## config.mk

```make
export PLATFORM = sky130hd
export DESIGN_NAME = fp_addsub_seq
export DESIGN_NICKNAME = d
export VERILOG_FILES = /design/src/rtl/fp_addsub_seq.sv
export SDC_FILE = /design/constraint.sdc
export NUM_CORES = 1
export LEC_CHECK = 0
export BUFFER_PORTS_ARGS = -buffer_cell sky130_fd_sc_hd__buf_2
export CAP_MARGIN = 20
export CORE_ASPECT_RATIO = 2
export CORE_UTILIZATION = 40
export DETAILED_ROUTE_END_ITERATION = 7
export GPL_ROUTABILITY_DRIVEN = 1
export GPL_TIMING_DRIVEN = 0
export PLACE_DENSITY = 0.58
export SLEW_MARGIN = 20
export SYNTH_ARGS = -nofsm -noshare
export SYNTH_HDL_FRONTEND = slang
export SYNTH_SLANG_ARGS = --single-unit
```

## constraint.sdc

```tcl
create_clock -name clk -period 3.1 [get_ports clk]
set_clock_uncertainty 0.1 [all_clocks]
set_input_delay 0.31 -clock clk [delete_from_list [all_inputs] [get_ports clk]]
set_output_delay 0.31 -clock clk [all_outputs]
set_load 0.02 [all_outputs]
```

## src/rtl/fp_addsub_seq.sv

```systemverilog
// Multi-cycle add/subtract for the lab's sign/exponent/mantissa format.
// Operand swap, serial alignment, add/sub, serial normalisation, saturation flags.
module fp_addsub_seq #(
  parameter int MANT_W = 16,
  parameter int EXP_W  = 8
) (
  input  logic              clk,
  input  logic              rst_n,
  input  logic              in_valid,
  output logic              in_ready,
  input  logic              op,
  input  logic              sgn_a,
  input  logic [EXP_W-1:0]  exp_a,
  input  logic [MANT_W-1:0] mant_a,
  input  logic              sgn_b,
  input  logic [EXP_W-1:0]  exp_b,
  input  logic [MANT_W-1:0] mant_b,
  output logic              out_valid,
  input  logic              out_ready,
  output logic              sgn_out,
  output logic [EXP_W-1:0]  exp_out,
  output logic [MANT_W-1:0] mant_out,
  output logic              ovf,
  output logic              unf,
  output logic              busy
);

  localparam int CNT_W = $clog2(MANT_W + 1);
  localparam logic [EXP_W-1:0] EXP_ONE = {{(EXP_W-1){1'b0}}, 1'b1};
  localparam logic [CNT_W-1:0] CNT_ONE = {{(CNT_W-1){1'b0}}, 1'b1};

  typedef enum logic [2:0] {S_IDLE, S_ALIGN, S_ADD, S_NORM, S_DONE} state_t;

  state_t r_state, r_state_nxt;

  logic              r_sgn_l, r_sgn_s;
  logic [MANT_W-1:0] r_mant_l, r_mant_s;
  logic [CNT_W-1:0]  r_cnt;
  logic [MANT_W:0]   r_res;
  logic              r_sgn;
  logic [EXP_W-1:0]  r_e;
  logic              r_sgn_out;
  logic [EXP_W-1:0]  r_exp_out;
  logic [MANT_W-1:0] r_mant_out;
  logic              r_ovf, r_unf;

  logic              w_sgn_b_eff;
  logic              w_swap;
  logic [EXP_W-1:0]  w_d;
  logic [CNT_W-1:0]  w_cnt_init;
  logic              w_norm_shl;

  assign w_sgn_b_eff = sgn_b ^ op;
  assign w_swap      = (exp_b > exp_a);
  assign w_d         = w_swap ? (exp_b - exp_a) : (exp_a - exp_b);
  assign w_cnt_init  = (32'(w_d) >= MANT_W) ? CNT_W'(MANT_W) : CNT_W'(w_d);

  // Only a non-zero, unnormalised result above exponent 0 needs another left shift.
  assign w_norm_shl = !r_res[MANT_W] && (r_res != '0) && !r_res[MANT_W-1] && (r_e != '0);

  always_ff @(posedge clk or negedge rst_n) begin
    if (!rst_n) r_state <= S_IDLE;
    else        r_state <= r_state_nxt;
  end

  always_comb begin
    r_state_nxt = r_state;
    case (r_state)
      S_IDLE:  if (in_valid)      r_state_nxt = S_ALIGN;
      S_ALIGN: if (r_cnt == '0)   r_state_nxt = S_ADD;
      S_ADD:                      r_state_nxt = S_NORM;
      S_NORM:  if (!w_norm_shl)   r_state_nxt = S_DONE;
      S_DONE:  if (out_ready)     r_state_nxt = S_IDLE;
      default:                    r_state_nxt = S_IDLE;
    endcase
  end

  always_ff @(posedge clk or negedge rst_n) begin
    if (!rst_n) begin
      r_sgn_l    <= 1'b0;
      r_sgn_s    <= 1'b0;
      r_mant_l   <= '0;
      r_mant_s   <= '0;
      r_cnt      <= '0;
      r_res      <= '0;
      r_sgn      <= 1'b0;
      r_e        <= '0;
      r_sgn_out  <= 1'b0;
      r_exp_out  <= '0;
      r_mant_out <= '0;
      r_ovf      <= 1'b0;
      r_unf      <= 1'b0;
    end else begin
      case (r_state)
        S_IDLE: begin
          if (in_valid) begin
            r_sgn_l  <= w_swap ? w_sgn_b_eff : sgn_a;
            r_mant_l <= w_swap ? mant_b : mant_a;
            r_e      <= w_swap ? exp_b : exp_a;
            r_sgn_s  <= w_swap ? sgn_a : w_sgn_b_eff;
            r_mant_s <= w_swap ? mant_a : mant_b;
            r_cnt    <= w_cnt_init;
            r_ovf    <= 1'b0;
            r_unf    <= 1'b0;
          end
        end
        S_ALIGN: begin
          if (r_cnt != '0) begin
            r_mant_s <= r_mant_s >> 1;
            r_cnt    <= r_cnt - CNT_ONE;
          end
        end
        S_ADD: begin
          if (r_sgn_l == r_sgn_s) begin
            r_res <= {1'b0, r_mant_l} + {1'b0, r_mant_s};
            r_sgn <= r_sgn_l;
          end else if (r_mant_l >= r_mant_s) begin
            r_res <= {1'b0, r_mant_l - r_mant_s};
            r_sgn <= r_sgn_l;
          end else begin
            r_res <= {1'b0, r_mant_s - r_mant_l};
            r_sgn <= r_sgn_s;
          end
        end
        S_NORM: begin
          if (r_res[MANT_W]) begin
            r_sgn_out <= r_sgn;
            if (r_e == '1) begin
              r_ovf      <= 1'b1;
              r_exp_out  <= '1;
              r_mant_out <= '1;
            end else begin
              r_exp_out  <= r_e + EXP_ONE;
              r_mant_out <= r_res[MANT_W:1];
            end
          end else if (r_res == '0) begin
            r_sgn_out  <= 1'b0;
            r_exp_out  <= '0;
            r_mant_out <= '0;
          end else if (r_res[MANT_W-1]) begin
            r_sgn_out  <= r_sgn;
            r_exp_out  <= r_e;
            r_mant_out <= r_res[MANT_W-1:0];
          end else if (r_e == '0) begin
            r_unf      <= 1'b1;
            r_sgn_out  <= r_sgn;
            r_exp_out  <= r_e;
            r_mant_out <= r_res[MANT_W-1:0];
          end else begin
            r_res <= {r_res[MANT_W-1:0], 1'b0};
            r_e   <= r_e - EXP_ONE;
          end
        end
        default: ;
      endcase
    end
  end

  assign in_ready  = (r_state == S_IDLE);
  assign busy      = (r_state != S_IDLE);
  assign out_valid = (r_state == S_DONE);
  assign sgn_out   = r_sgn_out;
  assign exp_out   = r_exp_out;
  assign mant_out  = r_mant_out;
  assign ovf       = r_ovf;
  assign unf       = r_unf;

endmodule

```

==> implementation parameters <==
Parameter                              Value

Synth
  Most numerous cell types in the synthesized netlist    136 x nand2_1, 127 x o21ai_0, 95 x dfrtp_1
  Synth Flop Type    dfrtp_1
  Cell type contributing the most total cell area after synthesis    dfrtp_1
  Count of different cell masters after synthesis    73
  Part of the Yosys area used for sequential elements    0.2997
  Share of synthesized flip-flops with an asynchronous set or reset    1.000
  Count of mapped cells out of synthesis    984
  Mean Syn Cell Area    8.062 sq um
  Number of synthesized register bits    95
  Cell types occupying the most area after synthesis    dfrtp_1 30%, ha_1 10%, o21ai_0 8.0%
  Warnings from Yosys    0
  Number of synthesized flops with an enable pin    0
  Synth Net Count    1110
  Top cell type's share of synthesized area    0.2997
  Cell Area, Synth    7933 sq um
  Count leader, synth    nand2_1

Min path
  Min-Delay Path Class    in -> reg
  Worst Hold Path Cells    2
  Hold Path Origin    out_ready
  Worst Hold Path EP    r_state[2]$_DFFE_PN0P_

Drt
  Final ANT Viol Nets    0
  DR vias    7383
  1st-iter DRT viols    381
  Pre-antenna DRT Iters    5
  Remaining DRCs    0
  Via/cell ratio    5.433
  Total Routed Length    22.94 mm
  Average wire length per cell after detail routing    16.88 microns

CTS
  Clock-pin slew on the worst setup and hold paths    0.07 ns
  Clock tree from TritonCTS    yes
  Max Buffers Root-to-Sink    2
  Master cell of the clock root buffer    clkbuf_16
  Num Clock Sinks    95
  Latest clock arrival within the worst-skew pair    0.36 ns
  H-tree level count    3
  Number of CTS-inserted buffers    9

Final layout
  Relative area change from synthesis to final layout    16.28%
  Final non-filler cell total    1359
  Share of cells above drive strength 1    0.1691
  Antenna fix cells    0
  Final net count    1221
  Utilization of the core after routing    0.4762
  Non-Filler Cell Area, Final    9224 sq um
  Count of filler cells inserted in the layout    1960

STA
  Unrepaired setup endpoints after global routing    false
  Fin. max-slew vios    0
  Relative max-transition margin    0.4834
  Period minus WS final    3.005 ns
  Least-Margin Pin Slew    0.7722 ns
  Maximum clock frequency    0.3328 GHz
  Final count of hold timing violations    0
  Fin Hold WS    0.06234 ns
  Count of endpoints failing setup in the final report    0
  Share of the cycle needed by the critical path after routing    0.9693

Floorplan
  Total Die Area    20430 sq um
  Core ar.    19370 sq um
  Overall die width    101.6 microns
  Initial core utilization    0.4096
  Standard-cell row count    72
  I/O pin cnt    85
  Die outline height    201.2 microns

Setup path
  Peak fanout along the critical path    10
  Category of the most critical setup path    reg -> reg
  R2r startpoint    r_mant_l[5]$_DFFE_PN0P_
  Worst reg2reg path depth    12
  Critical Path Source    r_mant_l[5]$_DFFE_PN0P_
  Required time worst endpoint    3.24 ns
  FF-to-FF setup slack    0.1 ns
  Crit end category    flip-flop
  Worst reg2reg path endpoint    r_res[4]$_DFFE_PN0P_
  Critical Path AT    3.15 ns
  Launching element type of the critical path    flip-flop

Global routing
  First-pass GRT wire length    37.69 mm
  Global-route usage over all layers    0.2376
  Largest net degree at the start of global routing    57
  Total congestion overflow after global routing    0
  Antenna violations before repair    0
  Vias in the first global route    7488

Placement
  Final HPWL from detailed placement    18.62 mm
  Gpl congestion    0.9148
  Placement-stage cell area    8711 sq um
  Number of buffers added on ports    84
  Cell total after placement    1328

Job
  Number of max-cap violations    0

Run status
  Status    finished, final reports clean

Pwr
  Final Total Pwr    11.37 mW
  Static power due to leakage    4.369 nW
  Pwr Density    1233 nW/um^2
  Peak supply drop    0.4843 mV
[cell families (layout without fill, tap and decap cells)]
group / count (synthesis) / count (layout) / synth area share
flip-flops: 95 / 95 / 0.2997
AO/OA/AOI/OAI: 319 / 319 / 0.2562
buffers and inverters: 134 / 250 / 0.07082
AND/OR/NAND/NOR: 300 / 300 / 0.1767
multiplexers: 47 / 47 / 0.06009
XOR/XNOR: 18 / 18 / 0.01987
adder cells (fa/ha/maj): 71 / 71 / 0.1167
[layout by cell type, fill, tap and decap left out, drive strengths merged, types with 8 or more instances in the layout]
| cell | count |
|---|---|
| nor4 | 9 |
| nor2 | 56 |
| a22oi | 16 |
| o21ai | 132 |
| inv | 75 |
| nor2b | 10 |
| nor3 | 20 |
| o22ai | 20 |
| dfrtp | 95 |
| mux2i | 42 |
| a21oi | 53 |
| nand3 | 11 |
| o211ai | 12 |
| clkbuf | 44 |
| a31oi | 10 |
| nand2 | 139 |
| a21o | 15 |
| nand4 | 10 |
| buf | 125 |
| xnor2 | 13 |
| nand2b | 17 |
| a211oi | 8 |
| ha | 66 |
[worst max-delay path, cell delays in order, from the launching register on]
cell,delay [ns]
dfrtp_1,0.39
inv_1,0.06
ha_1,0.30
buf_2,0.19
a21oi_1,0.26
o31ai_4,0.10
a21oi_4,0.21
o31a_1,0.26
buf_6,0.20
mux2_2,0.35
o21ai_2,0.16
mux2i_1,0.23
nand2_1,0.08
[per-layer routing]
layer  up-vias  part of all wire  global-route usage
met3        42             0.018             0.01945
met5         -                 0                   0
met2       148              0.56              0.4508
met1      3474              0.38              0.2597
met4         0             0.034              0.1020
li1       3719                 -                   -
[per-stage QoR]
step	TNS, ns	setup WS, ns
2_1_floorplan	0	0.3778
3_3_place_gp	-0.7303	-0.1674
3_5_place_dp	-0.7708	-0.2006
4_1_cts	0	0.002947
5_1_grt	0	0.006848
6_report	0	0.09525
[registers in the layout, indices dropped and copies added (netlist names)]
signal and flops:
r_mant_l 16, r_mant_s 16, r_res 17, r_sgn_s 1, r_cnt 5, sgn_out 1
unf 1, r_e 8, r_sgn 1, r_state 3, mant_out 16, r_sgn_l 1
ovf 1, exp_out 8
[worst max-delay path by stage]
stage,slack [ns],cells past startpoint,to
floorplan,0.38,12,r_res[4]$_DFFE_PN0P_
global placement,-0.17,12,r_res[4]$_DFFE_PN0P_
detailed placement,-0.20,10,r_res[15]$_DFFE_PN0P_
CTS,0.003,10,r_res[15]$_DFFE_PN0P_
global route,0.007,12,r_res[4]$_DFFE_PN0P_
finish,0.1,12,r_res[4]$_DFFE_PN0P_
[final cells by class]
type / count / area, sq um / area share
clock buffers: 9 / 225.2 / 0.02442
clock inverters: 7 / 80.08 / 0.008681
well taps: 259 / 324.1 / 0.03513
flip-flops and latches: 95 / 2381 / 0.2581
plain buffers: 61 / 307.8 / 0.03337
inverters: 73 / 274.0 / 0.02971
repair buffers: 100 / 566.8 / 0.06145
multi-input cells: 755 / 5065 / 0.5491
[timing repair]
action | 4_1_cts | 5_1_grt
setup buffers | 3 | 10
hold endpoints to repair | 39 | 0
gates resized for setup | 14 | 19
pin swaps | 4 | 8
endpoints found under the setup margin | 7 | 26
hold buffers | 1 | 0
gates cloned | 0 | 1
[power by group]
part / internal (mW) / switching, mW / leakage, nW / total [mW]
registers: 1.82 / 0.588 / 1.19 / 2.40
clock network: 0.636 / 0.523 / 0.148 / 1.16
logic: 3.08 / 4.73 / 3.03 / 7.81
total: 5.53 / 5.84 / 4.37 / 11.4
No activity file was read; power rests on OpenSTA's default activity.
